**src/rtl/hog_pkg.sv**
```systemverilog
`default_nettype none
// ============================================================================
// Module   : hog_pkg
// Purpose  : Shared types for the hog neighbourhood streamer.
// Revision : 1.0 - initial release
// ============================================================================
package hog_pkg;

    localparam int HOG_PIX_W = 8;

    typedef struct packed {
        logic [HOG_PIX_W-1:0] top;
        logic [HOG_PIX_W-1:0] bot;
        logic [HOG_PIX_W-1:0] left;
        logic [HOG_PIX_W-1:0] right;
    } nbr_t;

    typedef enum logic [0:0] {
        ST_RUN   = 1'b0,
        ST_FLUSH = 1'b1
    } state_t;

endpackage
`default_nettype wire

```
**src/rtl/pix_delay_line.sv**
```systemverilog
`default_nettype none
// ============================================================================
// Module   : pix_delay_line
// Purpose  : DEPTH-entry pixel shift register exposing the three neighbour
//            taps {top, left, right} at depths DEPTH, DEPTH/2+1, DEPTH/2-1.
// Revision : 1.0 - initial release
// ============================================================================
module pix_delay_line #(
    parameter int PIX_W = 8,
    parameter int DEPTH = 8
) (
    input  logic                  clk,
    input  logic                  en,
    input  logic [PIX_W-1:0]      din,
    output logic [2:0][PIX_W-1:0] taps
);

    logic [DEPTH-1:0][PIX_W-1:0] r_sr;

    // Contents are deliberately not reset; the top level never emits stale taps.
    always_ff @(posedge clk) begin
        if (en) begin
            r_sr <= {r_sr[DEPTH-2:0], din};
        end
    end

    assign taps = {r_sr[DEPTH-1], r_sr[DEPTH/2], r_sr[DEPTH/2-2]};

endmodule
`default_nettype wire

```
**src/rtl/hog_nbr_gen.sv**
```systemverilog
`default_nettype none
// ============================================================================
// Module   : hog_nbr_gen
// Purpose  : Raster stream to {top, bot, left, right} neighbour words for hog.
//            Define HOG_ZERO_PAD_EN for zero-padded borders with a line flush.
// Revision : 1.0 - initial release
// ============================================================================
module hog_nbr_gen
    import hog_pkg::*;
#(
    parameter int PIX_W = HOG_PIX_W,
    parameter int IMG_W = 64,
    parameter int IMG_H = 128
) (
    input  logic               clk,
    input  logic               rst,
    input  logic               i_valid,
    input  logic [PIX_W-1:0]   i_pix,
    output logic               i_ready,
    output logic               o_valid,
    output logic [4*PIX_W-1:0] o_data
);

    localparam int c_CW    = $clog2(IMG_W);
    localparam int c_RW    = $clog2(IMG_H);
    localparam int c_DEPTH = 2 * IMG_W;
    localparam logic [c_CW-1:0] c_COL_LAST = c_CW'(IMG_W - 1);
    localparam logic [c_RW-1:0] c_ROW_LAST = c_RW'(IMG_H - 1);

    logic [c_CW-1:0]          r_col;
    logic [c_RW-1:0]          r_row;
    logic                     r_valid;
    logic [4*PIX_W-1:0]       r_data;
    logic                     w_accept;
    logic                     w_shift;
    logic                     w_emit;
    logic                     w_col_last;
    logic                     w_row_last;
    logic [PIX_W-1:0]         w_din;
    logic [PIX_W-1:0]         w_top;
    logic [PIX_W-1:0]         w_bot;
    logic [PIX_W-1:0]         w_left;
    logic [PIX_W-1:0]         w_right;
    logic [2:0][PIX_W-1:0]    w_taps;

    assign w_accept   = i_valid & i_ready;
    assign w_col_last = (r_col == c_COL_LAST);
    assign w_row_last = (r_row == c_ROW_LAST);

    pix_delay_line #(
        .PIX_W (PIX_W),
        .DEPTH (c_DEPTH)
    ) u_delay (
        .clk  (clk),
        .en   (w_shift),
        .din  (w_din),
        .taps (w_taps)
    );

`ifdef HOG_ZERO_PAD_EN
    localparam logic [c_RW-1:0] c_ROW_ONE = c_RW'(1);

    state_t r_state;
    state_t w_state_nxt;
    logic   w_flush;

    always_ff @(posedge clk) begin
        if (!rst) begin
            r_state <= ST_RUN;
        end else begin
            r_state <= w_state_nxt;
        end
    end

    // FLUSH replays the bottom row's centres using col as its cycle counter.
    always_comb begin
        w_state_nxt = r_state;
        w_flush     = 1'b0;
        case (r_state)
            ST_RUN: begin
                if (w_accept && w_row_last && w_col_last) begin
                    w_state_nxt = ST_FLUSH;
                end
            end
            ST_FLUSH: begin
                w_flush = 1'b1;
                if (w_col_last) begin
                    w_state_nxt = ST_RUN;
                end
            end
            default: w_state_nxt = ST_RUN;
        endcase
    end

    assign i_ready = (r_state == ST_RUN);
    assign w_shift = w_accept | w_flush;
    assign w_din   = w_flush ? '0 : i_pix;
    assign w_emit  = w_flush | (w_accept & (r_row != '0));
    assign w_top   = (r_row == c_ROW_ONE) ? '0 : w_taps[2];
    assign w_bot   = w_din;
    assign w_left  = (r_col == '0) ? '0 : w_taps[1];
    assign w_right = w_col_last ? '0 : w_taps[0];
`else
    localparam logic [c_RW-1:0] c_ROW_FIRST_EMIT = c_RW'(2);

    assign i_ready = 1'b1;
    assign w_shift = w_accept;
    assign w_din   = i_pix;
    assign w_emit  = w_accept && (r_row >= c_ROW_FIRST_EMIT) && (r_col != '0) && !w_col_last;
    assign w_top   = w_taps[2];
    assign w_bot   = i_pix;
    assign w_left  = w_taps[1];
    assign w_right = w_taps[0];
`endif

    // Row only advances on real pixels; flush cycles step col alone.
    always_ff @(posedge clk) begin
        if (!rst) begin
            r_col <= '0;
            r_row <= '0;
        end else if (w_shift) begin
            if (w_col_last) begin
                r_col <= '0;
                if (w_accept) begin
                    r_row <= w_row_last ? '0 : r_row + c_RW'(1);
                end
            end else begin
                r_col <= r_col + c_CW'(1);
            end
        end
    end

    always_ff @(posedge clk) begin
        if (!rst) begin
            r_valid <= 1'b0;
            r_data  <= '0;
        end else begin
            r_valid <= w_emit;
            if (w_emit) begin
                r_data <= {w_top, w_bot, w_left, w_right};
            end
        end
    end

    assign o_valid = r_valid;
    assign o_data  = r_data;

endmodule
`default_nettype wire

```
**config.mk**
```make
export PLATFORM = sky130hd
export DESIGN_NAME = hog_nbr_gen
export DESIGN_NICKNAME = d
export VERILOG_FILES = /design/src/rtl/hog_pkg.sv /design/src/rtl/pix_delay_line.sv /design/src/rtl/hog_nbr_gen.sv
export SDC_FILE = /design/constraint.sdc
export NUM_CORES = 1
export LEC_CHECK = 0
export CAP_MARGIN = 20
export CORE_ASPECT_RATIO = 1.1
export CORE_MARGIN = 1
export CORE_UTILIZATION = 40
export DETAILED_ROUTE_END_ITERATION = 8
export GPL_ROUTABILITY_DRIVEN = 1
export PLACE_DENSITY = 0.56
export SLEW_MARGIN = 10
export SYNTH_ARGS = -nofsm -noshare
export SYNTH_HDL_FRONTEND = slang
export SYNTH_SLANG_ARGS = --single-unit
```
**constraint.sdc**
```tcl
create_clock -name clk -period 1.7 [get_ports clk]
set_input_delay 0.34 -clock clk [delete_from_list [all_inputs] [get_ports clk]]
set_output_delay 0.34 -clock clk [all_outputs]
set_load 0.02 [all_outputs]
```
# After elaboration in Yosys (flattened, before gate mapping)
# Index checks and enable logic that the tools add are counted.
dict set report totals {
  ff_bits 1070
  elab_cells 145
}
dict set report classes {
  muxes 2
  magnitude_cmp 1
  add_sub_neg 2
  reduce_logical 6
  eq_ne 2
}
# op count
set ops {}
lappend ops {{adder 7 x 1 -> 7 bit (second input constant)} 1}
lappend ops {{== test 7 bit (second input constant)} 1}
lappend ops {{greater-or-equal comparator 7 x 2 -> 1 bit (second input constant)} 1}
lappend ops {{two-way mux 7 bit} 1}
lappend ops {{adder 6 x 1 -> 6 bit (second input constant)} 1}
lappend ops {{== test 6 bit (second input constant)} 1}
lappend ops {{two-way mux 6 bit} 1}
lappend ops {{nonzero test 6 bit} 1}
lappend ops {{logical AND 1 bit} 3}
lappend ops {{AND reduction 2 bit} 1}
lappend ops {{zero test 1 bit} 1}

# Logic depth before layout (Yosys ltp)
dict set report logic_depth {
  word_depth 4
  ltp_mapped 7
}

# By module
# A second synthesis with hierarchy kept.
dict set report unflattened {
  cells_unflattened 1269
  area_unflattened_um2 32894.0
}
# module seq_area_each_um2 cells_each n_inst area_each_um2
set modules_own_cells {}
lappend modules_own_cells {pix_delay_line 30749.5 1048 1 30929.7}
lappend modules_own_cells {hog_nbr_gen 920.9 221 1 1964.4}

# Worst setup path after synthesis
# Ideal clock, no wire load.
dict set report synth_path {
  kind {reg2reg}
  from {register r_row[0]}
  to {register r_valid (netlist: o_valid)}
  setup_slack_ps -27
  n_path_buf 1
  stages_incl_launch_ff 8
  arrival_time_ps 1612
  cell_sequence {dfxtp_1 -> inv_1 -> ha_1 -> or4_4 -> nor4_4 -> a211oi_4 -> buf_6 -> and2_1}
}
dict set report synth_between {
  elab_chain_cells 4
}
# element line_no
set synth_lines {}
lappend synth_lines {{start, declared} hog_nbr_gen.sv:31} ;# logic [c_RW-1:0] r_row;
lappend synth_lines {{start signal, assigned} hog_nbr_gen.sv:125} ;# r_row <= w_row_last ? '0 : r_row + c_RW'(1);
lappend synth_lines {{greater-or-equal comparator 7 x 2 -> 1 bit} hog_nbr_gen.sv:109} ;# assign w_emit = w_accept && (r_row >= c_ROW_FIRST_EMIT) && (r_col != '0) && !w_col_last;
lappend synth_lines {{logical AND 1 bit (3 in series)} hog_nbr_gen.sv:109}
lappend synth_lines {{end signal, assigned} hog_nbr_gen.sv:138} ;# r_valid <= w_emit;
lappend synth_lines {{end, declared} hog_nbr_gen.sv:32} ;# logic r_valid;
# Every way passes these cells.
# A chain may end at the register's enable or synchronous reset.

# Worst setup path after layout
dict set report layout_path {
  from {register r_row[0]}
  to {register r_data[7] (netlist: o_data[7])}
}
dict set report layout_between {
  elab_chain_cells 4
}
# element line_no
set layout_lines {}
lappend layout_lines {{greater-or-equal comparator 7 x 2 -> 1 bit} hog_nbr_gen.sv:109}
lappend layout_lines {{logical AND 1 bit (3 in series)} hog_nbr_gen.sv:109}
lappend layout_lines {{end signal, assigned} hog_nbr_gen.sv:140} ;# r_data <= {w_top, w_bot, w_left, w_right};
lappend layout_lines {{end, declared} hog_nbr_gen.sv:33} ;# logic [4*PIX_W-1:0] r_data;
# Every way passes these cells.

==> results.tsv <==
metric	value	unit
wire length per cell	15.0	µm
CTS buffer count	102	
synthesized area	32800	µm²
antenna violation net count after detailed routing	0	
H-Tree Depth	3	
critical path depth	8	
Slew headroom	63.7	%
quantity of I/O buffers inserted on ports	43	
initial antenna violation count	0	
# clock sinks	1070	
vias in the first global route	11500	
Clock Pin Slew Worst Setup and Hold Paths	0.06	ns
layout cells sized above 1	14.4	%
VDD IR-drop max	0.771	mV
PwrDens	1380	nW/µm²
Via density	4.49	
DR vias	11500	
Clock Tree Buf Depth	3	
end-of-flow core utilization	47.5	%
failing checks	DRC, setup timing	
post-synthesis async set-or-reset flop share	0	%
post-route clock period utilization	107	%
Hold Crit Depth	1	
Synth Net Count	1259	
post-route setup TNS	-2.86	ns
chip height	302	µm
Post-Synthesis Mean Instance Area	26.3	µm²
Arr. time, crit path	2.36	ns
area post-placement	35100	µm²
# setup viols final	33	
Worst path slowest cell	or4_4	
WP data required	2.25	ns
Crit path max-delay family	simple AND/OR/NAND/NOR gates	
WL final	38.6	mm
core area	80700	µm²
global route total overflow	0	
fin cells	2570	
Row Count	109	
Setup CP Type	reg -> reg	
Syn-to-layout area delta	17.0	%
drt initial violations	1077	
setup ws final	-0.115	ns
crit path max fanout	10	
Ant. Diodes	0	
DRC	3	
status	complete, but fails checks	
Critical Path Max Stage Delay	0.43	ns
pin count of the biggest net entering global routing	113	
Hold Vio Cnt, Final	0	
nets	1445	
min cycle time layout	1.81	ns
Cells after Synth	1244	
dpl cells	2377	
Yosys Warn Count	0	
die width	275	µm
total track usage	9.41	%
Final GP Congestion	0.692	
Synth cell types	33	
Initial Utilization	40.6	%
sequential area share after synthesis	96.7	%
CTS tree	yes	
Fmax	551	MHz
first-pass GRT wire length	62.6	mm
EDFF count, synth	1024	
Critical Path End Type	register	
Clock Skew	0.0206	ns
crit-path cells	inv_2, ha_2, or4_4, nor4_4, a211oi_4, buf_6, buf_12, mux2i_1	
design area	38300	µm²
LEAKAGE	0.0129	µW
router iterations before antenna repair	7	
Max-Cap Viols	0	
Die ar.	83100	µm²
#FFs+latches synth	1070	
Root Buffer	clkbuf_16	
Least-Margin Pin Slew	0.545	ns
Slew Limit Fails	0	
Top FF cell, synth	edfxtp_1	
Top Ports	45	
R2R cell count	8	
Worst-Skew Late Latency	0.64	ns
RSZ-0062 raised after global routing	true	
Critical Path Source Type	register	
CP bufs+invs	3	
Post-DP HPWL	17.6	mm
worst hold path class	in -> reg	
path summary, 6_finish.rpt:
path,startpoint,to,slack (ns)
max reg2reg,r_row[0],o_data[7],-0.11
min reg2reg,u_delay.r_sr[645],u_delay.r_sr[653],0.40
max,r_row[0],o_data[7],-0.11
min,i_valid,u_delay.r_sr[307],0.06
through the flow:
step                      worst slack [ns]  total power, µW  hold WS (ns)
final                               -0.115            52800        0.0585
after global routing                -0.170            54800       0.00451
after CTS                           -0.124            53700       0.00110
after detailed placement            -0.135            32100         0.405
after global placement             -0.0881            32100         0.400
after floorplan                    -0.0265            31300         0.400
worst register-to-register path, delay by kind of cell (launching register included):
kind	cells	cell delay, ns
and+or+nand+nor	2	0.64
buffers and inverters	3	0.36
DFF	1	0.33
muxes	1	0.17
adders and majority gates	1	0.16
AOI/OAI and AO/OA	1	0.07
registers in the layout, indices dropped and copies added, names as in the netlist:
signal	flops
u_delay.taps	24
o_data	32
u_delay.r_sr	1000
o_valid	1
r_col	6
r_row	7
cell usage in the layout (no fill, tap or decap), drive strengths merged, types with 8 or more instances in the layout:
master         synthesis  final
edfxtp              1024   1024
clkbuf                 9    162
nand2                 71     71
buf                    4     53
dfxtp                 46     46
mux2i                 33     33
clkinv                 0     25
clkdlybuf4s15          0     17
dlygate4sd2            0     10
clkdlybuf4s50          0      8
and2                   8      8
cells by family (layout without fill, tap and decap cells):
family | after synthesis | count (layout) | synth area share [%]
buffers and inverters | 16 | 288 | 0.263
other | 1 | 1 | 0.0114
DFF | 1070 | 1070 | 96.7
AOI/OAI and AO/OA | 7 | 7 | 0.210
and+or+nand+nor | 105 | 105 | 1.49
xor gates and xnor gates | 8 | 8 | 0.214
muxes | 33 | 33 | 1.01
adders and majority gates | 4 | 4 | 0.153
what timing repair did:
action,CTS,global route
pin swaps,0,2
hold buffers,0,0
gates cloned,0,1
hold endpoints to repair,0,0
setup endpoints to repair,66,49
buffers inserted,0,2
resized for setup,59,24
cells in the mapped netlist (2+ instances only):
master	count	share of area, %
nand4_1	4	0.076
dfxtp_1	46	2.8
inv_1	3	0.034
xor2_1	3	0.080
clkbuf_1	9	0.10
nor2_1	6	0.069
nor2b_1	2	0.038
and2_1	8	0.15
buf_6	3	0.10
xnor2_1	5	0.13
nand2_1	71	0.81
edfxtp_1	1024	94
ha_1	4	0.15
mux2i_1	33	1.0
nand3_1	5	0.076
layout make-up:
cell class | instances | area (µm²)
fillers | 6488 | 42400
flip-flops and latches | 1070 | 31700
repair buffers | 95 | 1110
multi-input cells | 158 | 1030
clock buffers | 155 | 2870
well taps | 1054 | 1320
inverters | 3 | 11.3
clock inverters | 35 | 313
power by group:
group          switching, µW  total, µW  internal [µW]
clock network           9060      21200          12200
registers                393      30900          30500
logic                    532        715            184
total                   9980      52800          42800
per-layer routing:
layer / up-vias / global-route usage (%) / share of wire, %
li1: 5308 / - / -
met1: 5937 / 14.8 / 52
met2: 196 / 12.4 / 41
met3: 96 / 2.48 / 3.9
met4: 0 / 3.84 / 3.3
met5: - / 0 / 0
Power figures use the tool's default switching activity.
